## src/rtl/rca_pkg.sv

```systemverilog
// Shared constants and a reference adder for the ripple-carry adder block.
package rca_pkg;

   localparam int DEFAULT_PROC_SIZE = 16;
   localparam int MAX_PROC_SIZE     = 64;

   // Reference a+b for operands of 'width' bits; bit 'width' of the result is the carry out.
   function automatic logic [MAX_PROC_SIZE:0] rca_ref_sum(input logic [MAX_PROC_SIZE-1:0] a,
                                                          input logic [MAX_PROC_SIZE-1:0] b,
                                                          input int unsigned              width);
      logic [MAX_PROC_SIZE-1:0] mask;
      mask = (width >= MAX_PROC_SIZE) ? '1 : ((64'd1 << width) - 64'd1);
      return {1'b0, a & mask} + {1'b0, b & mask};
   endfunction

endpackage

```

## src/rtl/rca_full_adder.sv

```systemverilog
// One-bit full adder cell used as the ripple-carry chain element.
module full_adder
   import rca_pkg::*;
(
   input  logic x,
   input  logic y,
   input  logic ci,
   output logic s,
   output logic co
);

   assign s  = x ^ y ^ ci;
   assign co = (x & y) | (ci & (x ^ y));

endmodule

```

## src/rtl/rca.sv

```systemverilog
// Registered ripple-carry adder: PROC_SIZE chained full adders, one output register stage.
module rca
   import rca_pkg::*;
#(
   parameter int PROC_SIZE = DEFAULT_PROC_SIZE
) (
   input  logic [PROC_SIZE-1:0] a,
   input  logic [PROC_SIZE-1:0] b,
   output logic [PROC_SIZE-1:0] sum,
   output logic                 cout,
   input  logic                 clk,
   input  logic                 rst,
   input  logic                 in_valid,
   output logic                 out_valid
);

   logic [PROC_SIZE:0]   w_carry;
   logic [PROC_SIZE-1:0] w_sum;
   logic [PROC_SIZE-1:0] r_sum;
   logic                 r_cout;
   logic                 r_valid;

   assign w_carry[0] = 1'b0;

   for (genvar i = 0; i < PROC_SIZE; i++) begin : g_fa
      full_adder u_fa (
         .x  (a[i]),
         .y  (b[i]),
         .ci (w_carry[i]),
         .s  (w_sum[i]),
         .co (w_carry[i+1])
      );
   end

   // NOTE: non-blocking assignments keep every flop sampling pre-edge values, so order inside the block is irrelevant.
   always_ff @(posedge clk) begin
      if (rst) begin
         r_sum   <= '0;
         r_cout  <= 1'b0;
         r_valid <= 1'b0;
      end else begin
         r_valid <= in_valid;
         if (in_valid) begin
            r_sum  <= w_sum;
            r_cout <= w_carry[PROC_SIZE];
         end
      end
   end

   assign sum       = r_sum;
   assign cout      = r_cout;
   assign out_valid = r_valid;

endmodule

```

## config.mk

```make
export PLATFORM = sky130hd
export DESIGN_NAME = rca
export DESIGN_NICKNAME = d
export VERILOG_FILES = /design/src/rtl/rca_pkg.sv /design/src/rtl/rca_full_adder.sv /design/src/rtl/rca.sv
export SDC_FILE = /design/constraint.sdc
export NUM_CORES = 1
export LEC_CHECK = 0
export BUFFER_PORTS_ARGS = -buffer_cell sky130_fd_sc_hd__buf_2
export CAP_MARGIN = 30
export CORE_UTILIZATION = 47
export DETAILED_ROUTE_END_ITERATION = 6
export PLACE_DENSITY = 0.84
export SLEW_MARGIN = 20
export SYNTH_ARGS = -nofsm -noshare
export SYNTH_HDL_FRONTEND = slang
export SYNTH_SLANG_ARGS = --single-unit
```

## constraint.sdc

```tcl
create_clock -name clk -period 10.2 [get_ports clk]
set_input_delay 0 -clock clk [delete_from_list [all_inputs] [get_ports clk]]
set_output_delay 0 -clock clk [all_outputs]
set_load 0.05 [all_outputs]
```

* Yosys cells after proc, flatten, opt, wreduce, memory -nomap -nowiden
Index checks and enable logic that the tools add are counted. Widths: inputs -> output; s select.
Storage, ports and cells: input bits 35, register bits after elaboration 18, output and inout port bits 18
Cells by class: bitwise operators 77
Operators by type and width (count):
- $and 1x1->1 | 31
- $xor 1x1->1 | 31
- $or 1x1->1 | 15

* Logic depth before layout (Yosys ltp)
Gate-level depths: netlist of the first run.
word-level depth 31, gate-level depth with buffers 20, depth with buffers taken out 20

* Modules after synthesis
From an unflattened synthesis of the first run, not the netlist that was laid out.
Unflattened totals: cells, all modules 74, area, all modules 965.9 um^2
By module, submodules not included:
- rca | cells each 58, area an instance 645.6 um^2, sequential area each 360.3 um^2, times used 1
- full_adder | cells each 1, area an instance 20.0 um^2, sequential area each 0.0 um^2, times used 16

* Least setup slack after synthesis of the first run
No wires, ideal clock.
path kind input port to flip-flop, start in a[0], end reg r_sum[15], in the netlist sum[15], library setup time 79 ps, slack 4136 ps, data arrival time 5984 ps, required time 10121 ps, cell stages on the path 20, path through ha_1 -> fa_1 -> fa_1 -> fa_1 -> fa_1 -> fa_1 -> fa_1 -> fa_1 -> fa_1 -> inv_1 -> fa_1 -> inv_1 -> fa_1 -> fa_1 -> fa_1 -> fa_1 -> fa_1 -> inv_1 -> fa_1 -> a211oi_2
Between the ends: longest elaborated chain between the ends 30
Ends and longest elaborated chain:
- from (decl) | line rca.sv:7 | input logic [PROC_SIZE-1:0] a,
- $and 1x1->1 (2 in series) | line rca_full_adder.sv:13 | assign co = (x & y) | (ci & (x ^ y));
- $or 1x1->1 | line rca_full_adder.sv:13
- $and 1x1->1 | line rca_full_adder.sv:13
- $or 1x1->1 | line rca_full_adder.sv:13
- $and 1x1->1 | line rca_full_adder.sv:13
- $or 1x1->1 | line rca_full_adder.sv:13
- $and 1x1->1 | line rca_full_adder.sv:13
- $or 1x1->1 | line rca_full_adder.sv:13
- [13 not listed]
- $or 1x1->1 | line rca_full_adder.sv:13
- $and 1x1->1 | line rca_full_adder.sv:13
- $or 1x1->1 | line rca_full_adder.sv:13
- $and 1x1->1 | line rca_full_adder.sv:13
- $or 1x1->1 | line rca_full_adder.sv:13
- $and 1x1->1 | line rca_full_adder.sv:13
- $or 1x1->1 | line rca_full_adder.sv:13
- $xor 1x1->1 | line rca_full_adder.sv:12 | assign s = x ^ y ^ ci;
- to (signal assigned) | line rca.sv:44 | r_sum <= w_sum;
- to (decl) | line rca.sv:19 | logic [PROC_SIZE-1:0] r_sum;
No other way between the ends. A chain may end at the register's enable or synchronous reset.

* Final worst setup path of the first run
Same ends and word-level chain as after synthesis.

==> results of run 1 <==
[cells in the final DEF, fill, tap and decap left out, drive strengths merged]
cell | synthesis | layout
clkbuf | 0 | 4
inv | 7 | 7
a211oi | 3 | 3
mux2i | 14 | 14
nor2b | 1 | 1
fa | 15 | 15
dfxtp | 18 | 18
buf | 4 | 52
nor2 | 17 | 17
ha | 1 | 1
[worst max-delay path by stage]
| stage | cells past startpoint | endpoint | slack (ns) | start |
|---|---|---|---|---|
| after CTS | 21 | sum[15] | 3.99 | a[0] |
| after global placement | 21 | sum[15] | 3.86 | a[0] |
| after detailed placement | 21 | sum[15] | 3.69 | a[0] |
| after floorplan | 20 | sum[15] | 4.14 | a[0] |
| after global routing | 21 | sum[15] | 3.79 | a[0] |
| final | 21 | sum[15] | 4.02 | a[0] |
[state kept, by name, indices dropped and copies added (netlist names)]
register	count
cout	1
out_valid	1
sum	16
[worst min-delay path: stages]
cell and delay, ns:
sky130_fd_sc_hd__buf_2 0.08, sky130_fd_sc_hd__ha_1 0.11, sky130_fd_sc_hd__mux2i_1 0.06, sky130_fd_sc_hd__nor2_1 0.07
[cells by family (layout without fill, tap and decap cells)]
logic type,after synthesis,after routing,share of synthesized area [%]
compound gates,3,3,3.32
fa+ha+maj,16,16,31.9
buf+inv,11,63,6.00
flops,18,18,36.8
mux,14,14,14.3
simple gates,18,18,7.66
[final cells by class]
type | count | area, sq um | area share (%)
clock buffers | 4 | 36.3 | 2.84
inverters | 7 | 26.3 | 2.06
multi-input cells | 51 | 561 | 43.9
flip-flops and latches | 18 | 360 | 28.2
well taps | 27 | 33.8 | 2.64
repair buffers | 52 | 260 | 20.4
[per-layer routing]
layer | up-vias | part of all wire (%) | routed length, microns | track usage (%)
li1 | 357 | - | - | -
met1 | 333 | 38 | 698 | 17.8
met2 | 31 | 56 | 1040 | 37.5
met3 | 0 | 6.3 | 117 | 3.77
met4 | 0 | 0 | 0 | 3.33
met5 | - | 0 | 0 | 0
[metrics by stage]
step	utilization [%]	hold WS [ns]	setup WS, ns
after floorplan	-	0.183	4.14
after global placement	63.3	0.361	3.86
after detailed placement	63.3	0.364	3.69
after CTS	65.1	0.0637	3.99
after global routing	65.1	0.0662	3.79
final	65.1	0.0654	4.02
[power by group through the flow]
stage / clock, mW / sequential, mW / combinational (mW)
2_1_floorplan: 0 / 0.108 / 0.0241
3_3_place_gp: 0 / 0.0821 / 0.0669
3_5_place_dp: 0 / 0.0825 / 0.0703
4_1_cts: 0.0450 / 0.0809 / 0.0706
5_1_grt: 0.0487 / 0.0816 / 0.0756
6_report: 0.0427 / 0.0808 / 0.0691
==> run summary, run 1 <==
root cell of the clock tree = sky130_fd_sc_hd__clkbuf_4
library cell with the highest instance count after synthesis = sky130_fd_sc_hd__dfxtp_1
area of the core = 0.00196 sq mm
Tot GR Track Use = 17.9%
stage delay of the slowest cell on the critical path = 0.42 ns
critical path's top delay family = adder cells
number of ports placed on the die boundary = 53
number of DRC violations after detailed-routing iteration 0 = 13
remaining design rule violation count = 0
category of the worst setup path launch point = input port
number of vias after detailed routing = 721
number of buffers added to fix hold violations after cts = 0
critical path type = in2reg
Die ar. = 0.00227 sq mm
arrival time of data at the critical path endpoint = 6.40 ns
synthesis-to-layout area growth = 30.4%
number of pins with negative max-slew slack in the final report = 0
Netlist Area Pre-Place = 980 sq um
port bufs = 52
Switching Share = 36.4%
first-pass iteration count of the detailed router = 4
clk_lat worst skew = 0.28 ns
P_sw = 0.0701 mW
clk sinks = 18
Crit path required time = 10.41 ns
CTS buffer count = 3
final non-filler cell area = 0.00128 sq mm
number of antenna-violating nets in the routed design = 0
sequential share of power = 41.9%
most frequent cell on the critical path = sky130_fd_sc_hd__fa_1
fraction of power consumed by combinational cells = 35.9%
series of cell instances along the critical path = buf_2 -> ha_1 -> fa_1 -> fa_1 -> fa_1 -> fa_1 -> fa_1 -> fa_1 -> fa_1 -> fa_1 -> inv_1 -> fa_1 -> inv_1 -> fa_1 -> fa_1 -> fa_1 -> fa_1 -> fa_1 -> inv_1 -> fa_1 -> a211oi_2
initial antenna violation count = 0
crit path capture type = flop
final weighted congestion in routability-driven placement = 0.634
fraction of final layout cells sized beyond drive strength 1 = 45.5%
buffers and inverters on the worst path = 4
share of the clock period used by the worst path = 60.6%
quantity of gates resized following cts = 0
largest net degree at the start of global routing = 22
startpoint of the lowest-slack hold path = b[0]
final sum of negative setup slack = 0 ns
slowest cell on the critical path = sky130_fd_sc_hd__fa_1
final hold vios = 0
Synth Net Count = 131
worst clock skew = 0 ns
slew margin rel. = 62.4%
number of instances in the placed design = 155
post-route insts no fill = 159
setup repair after global routing missed its margin = false
placement-stage cell area = 0.00124 sq mm
clock tree from TritonCTS = done
Net count, final = 184
largest buffer count on any clock path = 2
most area-hungry cell type in the Yosys netlist = sky130_fd_sc_hd__dfxtp_1
diodes inserted = 0
number of enable flip-flop cells after synthesis = 0
leftover overflow at the end of global routing = 0
biggest area contributors in the synthesized netlist = sky130_fd_sc_hd__dfxtp_1, sky130_fd_sc_hd__fa_1, sky130_fd_sc_hd__mux2i_1
WL per Instance = 11.7 microns
portion of total power attributed to the clock network = 22.2%
type of the worst min-delay path = in2reg
Critical R2R Launch = cout
Max Cap Viol = 0
leakage dissipation = 0.671 nW
worst reg2reg endpoint = cout
share of synthesized area occupied by flip-flops and latches = 36.8%
worst vdd rail ir drop = 0.000104 V
power per standard cell area = 151 mW/mm^2
worst-path maximum fanout = 1
horizontal die dimension = 47.7 microns
achievable clock frequency = 0.162 GHz
hold path endpoint = sum[0]
distinct cell type count after synthesis = 12
floorplan die height = 47.7 microns
top cells by count, synth = sky130_fd_sc_hd__dfxtp_1, sky130_fd_sc_hd__fa_1, sky130_fd_sc_hd__nor2_1
share of Yosys cell area claimed by the top area cell type = 36.8%
status = finished, final reports clean
postcts setup bufs = 0
Yosys reg bits = 18
number of instances on the worst hold path = 4
detailed placer's ending HPWL = 1540 microns
clock transition at the register clock pins on the worst setup and hold paths after CTS = 0.10 ns
global-route wire length before repair = 2730 microns
Most used DFF post-synth = sky130_fd_sc_hd__dfxtp_1
transition at the pin with the smallest max-transition slack = 0.564 ns
Initial Utilization = 49.9%
total number of placement rows = 16
Syn Inst Count = 80
PnR Total Power = 0.193 mW
R2R setup slack = 9.53 ns
level count of the clock H-tree = 1
via count of the first global-routing pass = 688
number of vias per cell after detailed routing = 4.53
worst-case reg-to-reg path depth = 2
final critical delay including setup and external delays = 6.18 ns
drt total wl = 1850 microns
design internal power = 0.123 mW
post-synthesis area per instance = 12.2 sq um
Async S/R FF share, synth = 0%
fill count = 184
Yosys warning count = 0
Setup violations, final = 0
No activity file was read; power rests on OpenSTA's default activity.
==> run 2: changes to the inputs <==
CORE_UTILIZATION = 43   (was 47)
PLACE_DENSITY = 0.77   (was 0.84)
clock period = 6.11 ns   (was 10.2 ns; I/O delays follow)
==> run 2 against run 1 <==
Compared with the run above: clock skew is the same; register-to-register slack lost 4.1 ns; total power grew 61%; sequential power grew 67%; routed wire length grew 7.8%; final cell count shrank 0.63%; largest cell class unchanged.
==> run summary, run 2 (same netlist as run 1, synthesis figures left out) <==
final critical delay including setup and external delays = 5.94 ns
clk_lat worst skew = 0.29 ns (about the same)
highest layer used for signal routing = met4
Setup violations, final = 0 (unchanged)
setup slack after layout = 0.170 ns (-3.85 ns)
register cell area after layout = 360 sq um (unchanged)
achievable clock frequency = 0.168 GHz
number of instances in the placed design = 155 (unchanged)
worst vdd rail ir drop = 0.000146 V (+41%)
number of instances on the worst hold path = 4 (unchanged)
largest buffer count on any clock path = 2 (unchanged)
post-route insts no fill = 158 (-0.63%)
transition at the pin with the smallest max-transition slack = 0.559 ns (-0.00555 ns)
multi-input gate area in the final layout = 573 sq um (+2.2%)
total routed wire length on the met1 layer = 787 microns (+13%)
Die ar. = 0.00247 sq mm (+8.9%)
initial antenna violation count = 0 (unchanged)
clock transition at the register clock pins on the worst setup and hold paths after CTS = 0.10 ns (about the same)
worst-path maximum fanout = 1 (unchanged)
total number of placement rows = 16 (unchanged)
leftover overflow at the end of global routing = 0 (unchanged)
floorplan die height = 49.7 microns (+4.4%)
diodes inserted = 0 (unchanged)
global-route wire length before repair = 3290 microns (+21%)
Net count, final = 184 (unchanged)
Tot GR Track Use = 18.3% (+0.32 points)
synthesis-to-layout area growth = 30.3% (about the same)
number of ports placed on the die boundary = 53 (unchanged)
horizontal die dimension = 49.7 microns (+4.4%)
number of vias per cell after detailed routing = 4.48 (-1.2%)
leakage dissipation = 0.659 nW (-1.7%)
number of pins with negative max-slew slack in the final report = 0 (unchanged)
Critical R2R Launch = cout
most frequent cell on the critical path = sky130_fd_sc_hd__fa_1
type of the worst min-delay path = in2reg
worst-case reg-to-reg path depth = 2 (unchanged)
setup repair after global routing missed its margin = false
Initial Utilization = 48.0% (-2.0 points)
number of DRC violations after detailed-routing iteration 0 = 5 (-8)
arrival time of data at the critical path endpoint = 6.16 ns (-0.24 ns)
Detail Route met3 WL = 72 microns (-38%)
postcts setup bufs = 0 (unchanged)
worst clock skew = 0 ns (unchanged)
number of buffers added to fix hold violations after cts = 0 (unchanged)
detailed placer's ending HPWL = 1570 microns (+1.9%)
CTS buffer count = 3 (unchanged)
crit path capture type = flop
Max Cap Viol = 0 (unchanged)
number of antenna-violating nets in the routed design = 0 (unchanged)
slew margin rel. = 62.8% (+0.37 points)
hold path endpoint = sum[0]
via count of the first global-routing pass = 755 (+9.7%)
R2R setup slack = 5.44 ns (-4.09 ns)
drt total wl = 2000 microns (+7.8%)
slowest cell on the critical path = sky130_fd_sc_hd__fa_1
stage delay of the slowest cell on the critical path = 0.43 ns (about the same)
clock tree from TritonCTS = done
final hold vios = 0 (unchanged)
fraction of final layout cells sized beyond drive strength 1 = 48.9% (+3.4 points)
critical path type = in2reg
fill count = 186 (+1.1%)
status = finished, final reports clean
category of the worst setup path launch point = input port
worst reg2reg endpoint = cout
area of the core = 0.00204 sq mm (+4.1%)
remaining design rule violation count = 0 (unchanged)
root cell of the clock tree = sky130_fd_sc_hd__clkbuf_4
most frequent standard cell in the layout excluding fill and tap cells = sky130_fd_sc_hd__buf_2
number of vias after detailed routing = 708 (-1.8%)
port bufs = 52 (unchanged)
number of flip-flops in the largest register = 16 (unchanged)
power per standard cell area = 243 mW/mm^2 (+61%)
startpoint of the lowest-slack hold path = b[0]
Place WS = -0.325 ns (-4.01 ns)
WL per Instance = 12.6 microns (+8.5%)
first-pass iteration count of the detailed router = 3 (-1)
Crit path required time = 6.33 ns (-4.08 ns)
clk sinks = 18 (unchanged)
most frequent cells in the layout = sky130_fd_sc_hd__buf_2, sky130_fd_sc_hd__dfxtp_1, sky130_fd_sc_hd__nor2_1
detailed route wirelength on metal2 = 1120 microns (+7.8%)
series of cell instances along the critical path = buf_2 -> ha_1 -> fa_1 -> fa_2 -> fa_1 -> fa_2 -> fa_1 -> fa_1 -> fa_2 -> fa_1 -> inv_1 -> fa_1 -> inv_1 -> fa_2 -> fa_2 -> fa_1 -> fa_1 -> fa_1 -> inv_1 -> fa_1 -> a211oi_2
share of the clock period used by the worst path = 97.2%
largest net degree at the start of global routing = 22 (unchanged)
final weighted congestion in routability-driven placement = 0.723 (+14%)
level count of the clock H-tree = 1 (unchanged)
-- run 2: metal layers --
metal | up-vias | global-route usage [%]
li1 | 354 | -
met2 | 22 | 32.7
met4 | 0 | 8.57
met5 | - | 0
met3 | 2 | 2.78
met1 | 330 | 21.1
-- run 2: worst max path at each step --
stage                     from  cells past startpoint  slack [ns]       to
final                     a[0]                     21        0.17  sum[15]
after global routing      a[0]                     21        0.03  sum[15]
after CTS                 a[0]                     21        0.03  sum[15]
after detailed placement  a[0]                     21       -0.32  sum[15]
after global placement    a[0]                     21       -0.25  sum[15]
after floorplan           a[0]                     20        0.05  sum[15]
-- run 2: worst max-delay path: cells and delay by family --
family / cells / cell delay (ns)
compound gates: 1 / 0.21
fa+ha+maj: 16 / 5.62
buf+inv: 4 / 0.32
-- run 2: layout make-up --
class | instances | share of cell area, %
clock buffer | 3 | 1.76
inverter | 7 | 2.06
multi-input combinational | 51 | 44.9
sequential | 18 | 28.2
tap | 27 | 2.65
timing repair buffer | 52 | 20.4
-- run 2: per-stage QoR --
| step | instance area [sq um] | TNS, ns | power, mW | hold slack, ns | util (%) |
|---|---|---|---|---|---|
| final | 1280 | 0 | 0.311 | 0.0765 | 62.5 |
| after global routing | 1280 | 0 | 0.332 | 0.0651 | 62.5 |
| after CTS | 1270 | 0 | 0.313 | 0.0689 | 62.1 |
| after detailed placement | 1240 | -0.325 | 0.254 | 0.378 | 60.8 |
| after global placement | 1240 | -0.246 | 0.250 | 0.361 | 60.8 |
| after floorplan | 980 | 0 | 0.220 | 0.183 | - |
-- run 2: timing repair --
item                       in CTS  in global routing
resized for setup               2                  3
setup endpoints to repair       1                  1
cloned                          0                  0
-- run 2: power by group --
part | switching, mW | total [mW] | leakage, nW | internal, mW
clock | 0.0355 | 0.0584 | 0.0138 | 0.0229
combinational | 0.0771 | 0.117 | 0.497 | 0.0399
sequential | 0.00565 | 0.135 | 0.149 | 0.129
==> run 3: changes to the inputs <==
CELL_PAD_IN_SITES_DETAIL_PLACEMENT = 0   (was unset)
CELL_PAD_IN_SITES_GLOBAL_PLACEMENT = 1   (was unset)
CORE_UTILIZATION = 32   (was 43)
PLACE_DENSITY = unset   (was 0.77)
PLACE_DENSITY_LB_ADDON = 0.1   (was unset)
==> run 3 against run 2 <==
Compared with the run above: the flow now finishes with violations (design-rule violations); hold slack got worse by 0.023 ns; sequential power about the same; clock power increased by 26%; die area increased by 33%; combinational power about the same; routed wire length decreased by 11%; clock skew unchanged; final cell count increased by 3.2%; first-iteration DRC count increased by 80%; core utilization decreased by 17 points; sequential share of layout area decreased by 0.41 points; global-route usage decreased by 6.4 points.
==> run summary, run 3 (same netlist as run 1, synthesis figures left out) <==
status = finished with violations
violations in the final reports = design-rule violations
share of the clock period used by the worst path = 96.3% (-0.93 points)
setup repair after global routing missed its margin = false
clk sinks = 18 (unchanged)
number of vias per cell after detailed routing = 4.47 (-0.19%)
total number of placement rows = 19 (+3)
Crit path required time = 6.33 ns (about the same)
worst clock skew = 0 ns (unchanged)
via count of the first global-routing pass = 722 (-4.4%)
number of buffers added to fix hold violations after cts = 0 (unchanged)
level count of the clock H-tree = 1 (unchanged)
global-route wire length before repair = 2970 microns (-9.7%)
largest net degree at the start of global routing = 22 (unchanged)
transition at the pin with the smallest max-transition slack = 0.563 ns (+0.00453 ns)
Place WS = -0.382 ns (-0.0578 ns)
most frequent cells in the layout = sky130_fd_sc_hd__buf_2, sky130_fd_sc_hd__dfxtp_1, sky130_fd_sc_hd__nor2_1
quantity of gates resized following cts = 2 (unchanged)
PnR Total Power = 0.323 mW (+4.0%)
category of the worst setup path launch point = input port
fraction of final layout cells sized beyond drive strength 1 = 49.2% (+0.39 points)
floorplan die height = 57.3 microns (+15%)
number of antenna-violating nets in the routed design = 0 (unchanged)
number of instances on the worst hold path = 4 (unchanged)
horizontal die dimension = 57.3 microns (+15%)
slew margin rel. = 62.5% (-0.30 points)
number of DRC violations after detailed-routing iteration 0 = 9 (+4)
number of vias after detailed routing = 729 (+3.0%)
number of flip-flops in the largest register = 16 (unchanged)
arrival time of data at the critical path endpoint = 6.10 ns (-0.06 ns)
final sum of negative setup slack = 0 ns (unchanged)
area of the core = 0.00283 sq mm (+39%)
worst setup path start = a[0]
root cell of the clock tree = sky130_fd_sc_hd__clkbuf_4
drt total wl = 1780 microns (-11%)
diodes inserted = 0 (unchanged)
first-pass iteration count of the detailed router = 6 (+3)
remaining design rule violation count = 4 (+4)
R2R setup slack = 5.44 ns (about the same)
final critical delay including setup and external delays = 5.88 ns (-0.0566 ns)
Max Cap Viol = 0 (unchanged)
number of ports placed on the die boundary = 53 (unchanged)
worst-case reg-to-reg path depth = 2 (unchanged)
type of the worst min-delay path = in2reg
clk_lat worst skew = 0.29 ns (about the same)
clock tree from TritonCTS = done
CTS buffer count = 3 (unchanged)
most frequent standard cell in the layout excluding fill and tap cells = sky130_fd_sc_hd__buf_2
achievable clock frequency = 0.170 GHz (+0.96%)
Initial Utilization = 34.6% (-13 points)
worst vdd rail ir drop = 0.0000913 V (-38%)
critical path type = in2reg
final non-filler cell area = 0.00129 sq mm (+1.5%)
postcts setup bufs = 0 (unchanged)
port bufs = 52 (unchanged)
final hold vios = 0 (unchanged)
endpoint of the most critical setup path = sum[15]
power per standard cell area = 249 mW/mm^2 (+2.5%)
crit path capture type = flop
detailed placer's ending HPWL = 1420 microns (-9.5%)
final weighted congestion in routability-driven placement = 0.633 (-12%)
Critical R2R Launch = cout
initial antenna violation count = 0 (unchanged)
synthesis-to-layout area growth = 32.2%
Net count, final = 184 (unchanged)
worst reg2reg endpoint = cout
leakage dissipation = 0.666 nW (+1.1%)
clock transition at the register clock pins on the worst setup and hold paths after CTS = 0.11 ns (about the same)
leftover overflow at the end of global routing = 0 (unchanged)
Die ar. = 0.00329 sq mm (+33%)
worst-path maximum fanout = 1 (unchanged)
Final Hold Slack = 0.0533 ns (-0.0231 ns)
Setup violations, final = 0 (unchanged)
WL per Instance = 10.9 microns (-14%)
placement-stage cell area = 0.00125 sq mm (+0.40%)
setup slack after layout = 0.226 ns (+0.0566 ns)
Tot GR Track Use = 11.9% (-6.4 points)
largest buffer count on any clock path = 2 (unchanged)
number of pins with negative max-slew slack in the final report = 0 (unchanged)
[run 3: cell types whose count changed in the layout (fill, tap and decap cells not counted)]
cell / change
sky130_fd_sc_hd__clkbuf_8: +1
[run 3: how the worst min path moves through the flow]
stage	startpoint	to	slack [ns]
2_1_floorplan	in_valid	cout	0.18
3_5_place_dp	b[0]	sum[0]	0.36
5_1_grt	b[0]	sum[0]	0.05
6_report	b[0]	sum[0]	0.05
4_1_cts	b[0]	sum[0]	0.05
3_3_place_gp	b[0]	sum[0]	0.35
[run 3: routing by layer]
layer / GRT usage [%] / part of all wire, % / vias to the layer above / wire [microns]
met5: 0 / 0 / - / 0
met4: 4.18 / 0.95 / 0 / 17
met3: 2.04 / 6.2 / 2 / 110
met2: 21.8 / 52 / 24 / 920
met1: 13.8 / 41 / 347 / 734
li1: - / - / 356 / -
[run 3: where the power goes]
group,leakage (nW),internal (mW),switching (mW)
sequential,0.149,0.129,0.00530
clock,0.0210,0.0362,0.0372
combinational,0.496,0.0391,0.0757
total,0.666,0.205,0.118
[run 3: metrics by stage]
step                      std cells  util (%)
after floorplan                  80         -
after global placement          159      44.1
after detailed placement        159      44.1
after CTS                       163      45.5
after global routing            163      45.8
final                           163      45.8
[run 3: layout make-up]
class / instances / area, sq um
Multi-Input combinational cell: 51 / 573
Timing Repair Buffer: 52 / 260
Inverter: 7 / 26.3
Sequential cell: 18 / 360
Clock buffer: 4 / 36.3
Fill cell: 293 / 1530
Tap cell: 31 / 38.8
[run 3: critical path, cell delays in order]
cell                       delay [ns]
sky130_fd_sc_hd__buf_2           0.10
sky130_fd_sc_hd__ha_1            0.20
sky130_fd_sc_hd__fa_2            0.35
sky130_fd_sc_hd__fa_1            0.38
sky130_fd_sc_hd__fa_1            0.39
sky130_fd_sc_hd__fa_1            0.39
sky130_fd_sc_hd__fa_2            0.35
sky130_fd_sc_hd__fa_2            0.35
sky130_fd_sc_hd__fa_2            0.35
sky130_fd_sc_hd__fa_1            0.37
sky130_fd_sc_hd__inv_1           0.09
sky130_fd_sc_hd__fa_1            0.17
sky130_fd_sc_hd__inv_1           0.05
sky130_fd_sc_hd__fa_1            0.37
sky130_fd_sc_hd__fa_1            0.38
sky130_fd_sc_hd__fa_1            0.39
sky130_fd_sc_hd__fa_2            0.35
sky130_fd_sc_hd__fa_1            0.36
sky130_fd_sc_hd__inv_1           0.08
sky130_fd_sc_hd__fa_1            0.42
sky130_fd_sc_hd__a211oi_2        0.22
